[src/rtl/parking_exit_fee.sv]
// Exit-gate controller for the parking lot.
// Accepts an exit request for a parked car and reads that car's entry time from
// the entry-time buffer. It computes the parked duration on the wrapping 8-bit
// time base and the fee from that duration. The fee is held under a valid/ack
// handshake, and a one-cycle slot-release pulse is sent once the fee is taken.
module parking_exit_fee #(
    parameter int unsigned RATE      = 5,     // fee units per time unit beyond the free period
    parameter int unsigned FREE_TIME = 2,     // durations up to this are free
    parameter int unsigned FEE_W     = 16,    // fee output width
    parameter int unsigned MAX_FEE   = 1000   // saturation ceiling, must fit in FEE_W bits
) (
    input  logic             clk,
    input  logic             reset,
    // exit request side
    input  logic             exit_req,
    input  logic [1:0]       exit_id,
    input  logic [2:0]       car_present,
    input  logic [7:0]       current_time,
    output logic             exit_ready,
    // entry-time buffer read port
    output logic             buf_read_en,
    output logic [1:0]       buf_car_id,
    input  logic [7:0]       buf_entry_time,
    // fee handshake
    output logic             fee_valid,
    output logic [FEE_W-1:0] fee,
    output logic [1:0]       fee_id,
    output logic [7:0]       duration,
    input  logic             fee_ack,
    // occupancy release and error reporting
    output logic             release_valid,
    output logic [1:0]       release_id,
    output logic             exit_err
);

    typedef enum logic [2:0] {
        IDLE = 3'd0,
        READ = 3'd1,
        CALC = 3'd2,
        DONE = 3'd3,
        ERR  = 3'd4
    } state_t;

    state_t state_q;
    state_t state_d;

    // latched request context
    logic [1:0] id_r;
    logic [7:0] exit_t_r;
    logic [7:0] entry_r;

    // request qualification
    logic       accept;
    logic [3:0] present_ext;
    logic       id_ok;

    // fee datapath
    logic [7:0]       dur;
    logic [31:0]      over_free;
    logic [31:0]      raw_fee;
    logic [FEE_W-1:0] fee_calc;

    // ID 3 has no slot; padding the bitmap with a zero lets it index safely
    // and read back as "not present".
    assign present_ext = {1'b0, car_present};
    assign id_ok       = present_ext[exit_id];
    assign accept      = exit_req && (state_q == IDLE);

    // State register; reset returns to IDLE from any state, dropping the request.
    always_ff @(posedge clk or posedge reset) begin
        // NOTE: sequential state uses non-blocking (<=) so every register samples
        // pre-edge values; blocking here would create order-dependent races.
        if (reset) begin
            state_q <= IDLE;
        end else begin
            state_q <= state_d;
        end
    end

    // Next-state decode for the exit transaction.
    always_comb begin
        // NOTE: default first so every path assigns state_d; a missing branch
        // would otherwise infer a latch.
        state_d = state_q;
        case (state_q)
            IDLE: begin
                if (exit_req) begin
                    state_d = id_ok ? READ : ERR;
                end
            end
            READ:    state_d = CALC;
            CALC:    state_d = DONE;
            DONE: begin
                if (fee_ack) begin
                    state_d = IDLE;
                end
            end
            ERR:     state_d = IDLE;
            default: state_d = IDLE;
        endcase
    end

    // Status strobes decoded straight from the state; reset clears them asynchronously.
    always_comb begin
        exit_ready  = (state_q == IDLE);
        buf_read_en = (state_q == READ);
        fee_valid   = (state_q == DONE);
        exit_err    = (state_q == ERR);
    end

    // Duration on the wrapping time base and the saturating fee.
    always_comb begin
        dur       = exit_t_r - entry_r;
        over_free = 32'(dur) - 32'(FREE_TIME);
        raw_fee   = over_free * 32'(RATE);
        if (32'(dur) <= 32'(FREE_TIME)) begin
            fee_calc = '0;
        end else if (raw_fee > 32'(MAX_FEE)) begin
            fee_calc = FEE_W'(MAX_FEE);
        end else begin
            fee_calc = raw_fee[FEE_W-1:0];
        end
    end

    // Request context, buffer address, fee results and the release pulse.
    always_ff @(posedge clk or posedge reset) begin
        // NOTE: every datapath register has a defined reset value because the
        // outputs must read zero straight after reset; there is no storage array here.
        if (reset) begin
            id_r          <= '0;
            exit_t_r      <= '0;
            entry_r       <= '0;
            buf_car_id    <= '0;
            fee           <= '0;
            duration      <= '0;
            fee_id        <= '0;
            release_valid <= 1'b0;
            release_id    <= '0;
        end else begin
            // Exit time is frozen at acceptance so later time-base ticks have no effect.
            if (accept) begin
                id_r     <= exit_id;
                exit_t_r <= current_time;
                // Buffer address only moves for requests that will actually read.
                if (id_ok) begin
                    buf_car_id <= exit_id;
                end
            end

            if (state_q == READ) begin
                entry_r <= buf_entry_time;
            end

            if (state_q == CALC) begin
                fee      <= fee_calc;
                duration <= dur;
                fee_id   <= id_r;
            end

            // Single-cycle pulse on the edge that consumes the fee.
            release_valid <= (state_q == DONE) && fee_ack;
            if ((state_q == DONE) && fee_ack) begin
                release_id <= id_r;
            end
        end
    end

endmodule

[config.mk]
export PLATFORM = sky130hd
export DESIGN_NAME = parking_exit_fee
export DESIGN_NICKNAME = d
export VERILOG_FILES = /design/src/rtl/parking_exit_fee.sv
export SDC_FILE = /design/constraint.sdc
export NUM_CORES = 1
export LEC_CHECK = 0
export ABC_AREA = 0
export CORE_MARGIN = 4
export CORE_UTILIZATION = 35
export CTS_BUF_LIST = sky130_fd_sc_hd__clkbuf_4 sky130_fd_sc_hd__clkbuf_8
export CTS_CLUSTER_DIAMETER = 80
export DETAILED_ROUTE_END_ITERATION = 6
export GPL_ROUTABILITY_DRIVEN = 1
export HOLD_SLACK_MARGIN = 0.1
export PLACE_DENSITY = 0.6
export REMOVE_ABC_BUFFERS = 1
export SLEW_MARGIN = 5
export SYNTH_ARGS = -nofsm -noshare
export SYNTH_HDL_FRONTEND = slang
export SYNTH_SLANG_ARGS = --single-unit
[constraint.sdc]
create_clock -name clk -period 4.84 [get_ports clk]
set_clock_uncertainty 0.1 [all_clocks]
set_input_delay 1.21 -clock clk [delete_from_list [all_inputs] [get_ports clk]]
set_output_delay 1.21 -clock clk [all_outputs]
set_load 0.01 [all_outputs]
==> results of run 1 <==
==> area by class of cell <==
class / count / share of cell area
tap: 102 / 0.03453
clock buffer: 5 / 0.01862
clock inverter: 3 / 0.01185
inverter: 19 / 0.01930
multi-input combinational: 202 / 0.4201
timing repair buffer: 61 / 0.1638
sequential: 49 / 0.3318
==> cell usage after synthesis (all sizes together) <==
master | count | area [um^2]
dfrtp | 49 | 1226
nand2 | 36 | 151.4
ha | 23 | 287.8
o21ai | 20 | 100.1
inv | 19 | 71.32
mux2 | 19 | 217.7
a21oi | 16 | 80.08
nor2 | 14 | 52.55
xor2 | 10 | 87.58
clkbuf | 8 | 30.03
nor3b | 6 | 56.31
and2 | 5 | 31.28
a31oi | 4 | 25.02
o41ai | 4 | 35.03
a211oi | 3 | 27.52
buf | 3 | 22.52
nand3 | 3 | 20.02
nor3 | 3 | 15.01
or3b | 3 | 26.28
a21o | 2 | 15.01
a22oi | 2 | 15.01
a31o | 2 | 17.52
fa | 2 | 40.04
mux2i | 2 | 20.02
nand2b | 2 | 12.51
nor2b | 2 | 12.51
o21bai | 2 | 15.01
xnor2 | 2 | 17.52
a2111o | 1 | 11.26
a211o | 1 | 8.760
a21boi | 1 | 7.510
a221oi | 1 | 8.760
a41o | 1 | 10.01
a41oi | 1 | 8.760
and3b | 1 | 8.760
nand4b | 1 | 8.760
o2111ai | 1 | 8.760
o211ai | 1 | 7.510
o22ai | 1 | 6.260
o31ai | 1 | 7.510
o32a | 1 | 10.01
or2 | 1 | 6.260
or3 | 1 | 11.26
==> critical path: cells and delay by family, from the launching register on <==
kind	cells	cell delay [ns]
muxes	1	0.31
and+or+nand+nor	3	0.50
adders and majority gates	4	1.15
AOI/OAI and AO/OA	5	1.49
buffers and inverters	2	0.11
DFF	1	0.37
xor gates and xnor gates	2	0.40
==> worst min path at each step <==
| stage | cells after the start | end | slack, ns | start |
|---|---|---|---|---|
| detailed placement | 2 | release_id[1] | 0.37 | release_id[1] |
| finish | 2 | duration[5] | 0.38 | duration[5] |
| global placement | 2 | duration[5] | 0.36 | duration[5] |
| CTS | 2 | duration[5] | 0.39 | duration[5] |
| floorplan | 2 | release_id[0] | 0.35 | id_r[0] |
| global route | 2 | duration[5] | 0.41 | duration[5] |
==> cell families after synthesis <==
group | share of synthesized area
mux | 0.08315
simple gates | 0.1444
xor+xnor | 0.03676
flops | 0.4289
buf+inv | 0.04333
compound gates | 0.1488
fa+ha+maj | 0.1147
==> metrics by stage <==
| step | instance area [um^2] | setup TNS, ns | util | std cells |
|---|---|---|---|---|
| after floorplan | 2806 | 0 | - | 270 |
| after global placement | 3540 | 0 | 0.4511 | 433 |
| after detailed placement | 3540 | 0 | 0.4511 | 433 |
| after CTS | 3652 | 0 | 0.4654 | 441 |
| after global routing | 3696 | -0.0005969 | 0.4710 | 441 |
| final | 3696 | 0 | 0.4710 | 441 |
==> state kept, by name, indices dropped and copies added, names as in the netlist <==
name / flops
entry_r: 8
id_r: 2
fee: 13
exit_t_r: 8
buf_car_id: 2
fee_id: 2
duration: 8
release_valid: 1
state_q: 3
release_id: 2
==> layer usage <==
layer	vias up	GRT usage	share of wire
met5	-	0	0
met4	0	0.03256	0.014
met3	8	0.03857	0.061
met2	50	0.2122	0.45
met1	1063	0.1803	0.47
li1	1100	-	-
==> repair_timing <==
| action | in CTS | in global routing |
|---|---|---|
| gates resized for setup | 0 | 8 |
| endpoints found under the setup margin | 0 | 10 |
| hold endpoints to repair | 0 | 0 |
| setup buffers | 0 | 0 |
==> results.tsv, run 1 <==
stage	metric	value	unit
worst_setup_path	crit path max-delay cell type	a2111o_1	
logic_synthesis	Syn Inst Count	281	
floorplan	cell row count	32	
global_routing	total global-route track usage	0.1337	
global_routing	total congestion overflow	0	
drt	drt drc	0	
floorplan	DIE HEIGHT	98.38	um
finish	most common cell after layout, fill and taps aside	clkdlybuf4s50_1	
finish	area of the multi-input gates	1553	um^2
worst_setup_path	worst-path cell chain	inv_1 -> ha_1 -> inv_1 -> fa_1 -> a211oi_2 -> nor2_1 -> xor2_2 -> a2111o_1 -> xnor2_1 -> ha_1 -> ha_1 -> nor3b_2 -> nor3_1 -> o21bai_1 -> a211o_1 -> mux2_4 -> o41ai_1	
sta	final hold viol count	0	
flow_run	max-cap viol count	0	
floorplan	die area	9679	um^2
logic_synthesis	Seq cells post-synth	49	
sta	Final Critical Period	4.545	ns
place	RD Place Congestion	0.8041	
place	post-detail-place hpwl	4663	um
drt	post-route ant nets	0	
worst_setup_path	Worst Setup Path Type	reg2reg	
worst_setup_path	crit-path most repeated cell	ha_1	
drt	Pre-antenna DRT Iters	4	
clock_network	CTS tree	built	
finish	Layout area overhead	29.28	%
drt	Post-Route WL	6204	um
worst_setup_path	crit path launch type	flip-flop	
worst_setup_path	RR Endpoint	fee[2]	
sta	Setup WS post-layout	0.2951	ns
sta	Max Freq	220.0	MHz
floorplan	Core Region	7848	um^2
drt	DR WL/cell	14.07	um
clock_network	total CTS buffers	5	
floorplan	Die Wd	98.38	um
global_routing	initial antenna violation count	0	
place	Port Buffers	59	
sta	Worst slew margin	0.3141	
worst_setup_path	R2R depth	17	
floorplan	Top-Level Pins	60	
clock_network	CTS clk-pin slew, worst paths	0.10	ns
sta	Max Slew Vio Count	0	
logic_synthesis	cell area after synthesis	2859	um^2
clock_network	Clock Latency Late Sink	0.30	ns
worst_setup_path	Critical Path Source	exit_t_r[0]	
worst_setup_path	Worst R2R Setup Slack	0.30	ns
floorplan	Starting Density	0.3643	
worst_setup_path	nature of the critical path endpoint	flip-flop	
sta	# setup viols final	0	
sta	Tcrit/Tclk final	0.9390	
worst_setup_path	CP Max Fanout	5	
worst_setup_path	r2r startpoint	exit_t_r[0]	
logic_synthesis	distinct cell type count after synthesis	50	
worst_setup_path	delay of the slowest critical-path stage	0.44	ns
finish	most frequent cells in the layout	clkdlybuf4s50_1, dfrtp_1, nand2_1	
drt	DR vias/cell	5.036	
global_routing	number of global-route vias before repair	2271	
clock_network	clk sinks	49	
worst_setup_path	Worst Path Arrival	4.64	ns
clock_network	# H-tree levels	2	
logic_synthesis	synth warn	0	
place	worst slack at placement	0.1034	ns
sta	worst slew pin tran	1.027	ns
global_routing	first-pass GRT wire length	10850	um
drt	initial drt markers	61	
finish	share of cells above drive strength 1	0.1386	
run_status	status	completed	
drt	total number of vias	2221	
finish	register area	1226	um^2
sta	Fin Hold WS	0.3824	ns
logic_synthesis	Synth Area per Inst	10.17	um^2
worst_setup_path	CP Capture Point	fee[2]	
clock_network	Hold-fix buffers, CTS	0	
finish	fill count	750	
logic_synthesis	sequential element share of the synthesized area	0.4289	
clock_network	Clock Path Buffers	2	
finish	final layout net count	388	
finish	antenna diode count	0	
clock_network	CTS root buf	clkbuf_8	
worst_setup_path	WP data required	4.94	ns
global_routing	largest net degree at the start of global routing	50	
min_path	Hold Path Class	reg2reg	
Power of run 1 is left out: the tool's default activity adds up to more than one toggle a clock period on the data nets, which glitch-free logic cannot reach.
==> inputs of run 2 (changes only) <==
- DONT_BUFFER_PORTS: default -> 1
- PLACE_DENSITY: 0.6 -> 0.51
==> run 2 against run 1 <==
Against the previous run:
- critical path depth grew 1
- flip-flop and latch count is the same
- register-to-register slack gained 0.02 ns
- sequential share of layout area grew 6.4 points
- maximum frequency grew 0.51%
- hold slack gained 0.035 ns
- cell count shrank 13%
==> results.tsv, run 2 (synthesis results as in run 1) <==
stage	metric	value	unit	change
place	RD Place Congestion	0.8864		was 0.8041
clock_network	# H-tree levels	2		unchanged
finish	number of flip-flops in the largest register	13		unchanged
clock_network	Clock Path Buffers	2		unchanged
sta	RSZ-0062 raised after global routing	false		
finish	most frequent cells in the layout	dfrtp_1, nand2_1, ha_1		was clkdlybuf4s50_1, dfrtp_1, nand2_1
finish	final layout net count	330		was 388
clock_network	CTS clk-pin slew, worst paths	0.10	ns	about the same
worst_setup_path	crit path launch type	flip-flop		unchanged
place	post-detail-place hpwl	4452	um	was 4663 um
drt	total number of vias	1983		was 2221
sta	Tcrit/Tclk final	0.9343		was 0.9390
drt	Post-Route WL	5975	um	was 6204 um
place	worst slack at placement	0.1479	ns	was 0.1034 ns
sta	Worst slew margin	0.3198		was 0.3141
min_path	Hold Path Class	reg2reg		unchanged
global_routing	number of global-route vias before repair	2041		was 2271
sta	Fin Hold WS	0.4176	ns	was 0.3824 ns
floorplan	Top-Level Pins	60		unchanged
finish	antenna diode count	0		unchanged
drt	initial drt markers	67		was 61
global_routing	initial antenna violation count	0		unchanged
place	Post-DP Area	2962	um^2	was 3540 um^2
clock_network	# resized after CTS	0		unchanged
finish	Top reg by flops	fee		unchanged
drt	post-route ant nets	0		unchanged
floorplan	DIE HEIGHT	98.38	um	unchanged
finish	Layout area overhead	8.446	%	was 29.28%
drt	drt drc	0		unchanged
clock_network	Clock Latency Late Sink	0.31	ns	was 0.30 ns
run_status	status	completed		unchanged
drt	Pre-antenna DRT Iters	4		unchanged
place	Port Buffers	0		was 59
worst_setup_path	Worst Path Arrival	4.62	ns	was 4.64 ns
global_routing	largest net degree at the start of global routing	50		unchanged
sta	Max Slew Vio Count	0		unchanged
sta	Final Critical Period	4.522	ns	was 4.545 ns
clock_network	Hold-fix buffers, CTS	0		unchanged
clock_network	clk sinks	49		unchanged
clock_network	CTS tree	built		unchanged
floorplan	Starting Density	0.3643		unchanged
floorplan	die area	9679	um^2	unchanged
global_routing	first-pass GRT wire length	10120	um	was 10850 um
flow_run	max-cap viol count	0		unchanged
worst_setup_path	Worst Setup Path Type	reg2reg		unchanged
sta	Max Freq	221.1	MHz	was 220.0 MHz
clock_network	total CTS buffers	5		unchanged
global_routing	total congestion overflow	0		unchanged
clock_network	CTS root buf	clkbuf_8		unchanged
drt	DR vias/cell	5.178		was 5.036
worst_setup_path	WP data required	4.93	ns	was 4.94 ns
floorplan	Core Region	7848	um^2	unchanged
sta	worst slew pin tran	1.019	ns	was 1.027 ns
floorplan	cell row count	32		unchanged
sta	Setup WS post-layout	0.3181	ns	was 0.2951 ns
global_routing	total global-route track usage	0.1272		was 0.1337
finish	share of cells above drive strength 1	0.1779		was 0.1386
finish	cell area after layout	3100	um^2	was 3696 um^2
sta	# setup viols final	0		unchanged
worst_setup_path	CP Max Fanout	5		unchanged
floorplan	Die Wd	98.38	um	unchanged
finish	most common cell after layout, fill and taps aside	dfrtp_1		was clkdlybuf4s50_1
worst_setup_path	nature of the critical path endpoint	flip-flop		unchanged
clock_network	Post-CTS Setup Bufs	0		unchanged
sta	final hold viol count	0		unchanged
drt	DR WL/cell	15.60	um	was 14.07 um
sta	setup TNS	0	ns	unchanged
## run 2: changes by cell type in the layout (fill, tap and decap cells not counted), sizes merged
cell,delta
buf,+1
bufinv,-1
clkdlybuf4s50,-59
clkinvlp,+1
## run 2: critical path, stage by stage (launching register included)
cell,delay (ns)
dfrtp_1,0.37
inv_1,0.06
ha_1,0.16
inv_1,0.05
fa_1,0.41
a211oi_2,0.26
nor2_1,0.11
xor2_2,0.20
a2111o_1,0.45
xnor2_2,0.17
ha_1,0.30
ha_1,0.33
nor3b_2,0.19
o21ai_0,0.13
or3b_2,0.45
o21ai_0,0.12
nor3_1,0.07
buf_4,0.15
o32a_1,0.31
## run 2: metrics by stage
| step | cells | utilization |
|---|---|---|
| 2_1_floorplan | 270 | - |
| 3_3_place_gp | 375 | 0.3774 |
| 3_5_place_dp | 375 | 0.3774 |
| 4_1_cts | 383 | 0.3889 |
| 5_1_grt | 383 | 0.3951 |
| 6_report | 383 | 0.3951 |
## run 2: final timing paths
kind	startpoint	end	slack [ns]	cells after the start
setup / recovery	exit_t_r[0]	fee[3]	0.32	18
hold / removal	id_r[1]	release_id[1]	0.42	2
setup reg to reg	exit_t_r[0]	fee[3]	0.32	18
hold reg to reg	id_r[1]	release_id[1]	0.42	2
max in group asynchronous	reset	entry_r[7]	3.09	1
min in group asynchronous	reset	release_valid	0.91	1
## run 2: metal layers
layer / part of all wire / GRT usage
met4: 0.012 / 0.02941
met2: 0.48 / 0.2127
met3: 0.049 / 0.04071
met5: 0 / 0
met1: 0.46 / 0.1603
## run 2: layout make-up
type,count,area [um^2]
sequential,49,1226
clock inverter,3,21.27
tap,102,127.6
fill,826,4747
clock buffer,5,68.82
multi-input combinational,202,1563
timing repair buffer,3,22.52
inverter,19,71.32
Power of run 2 is left out for the same reason.
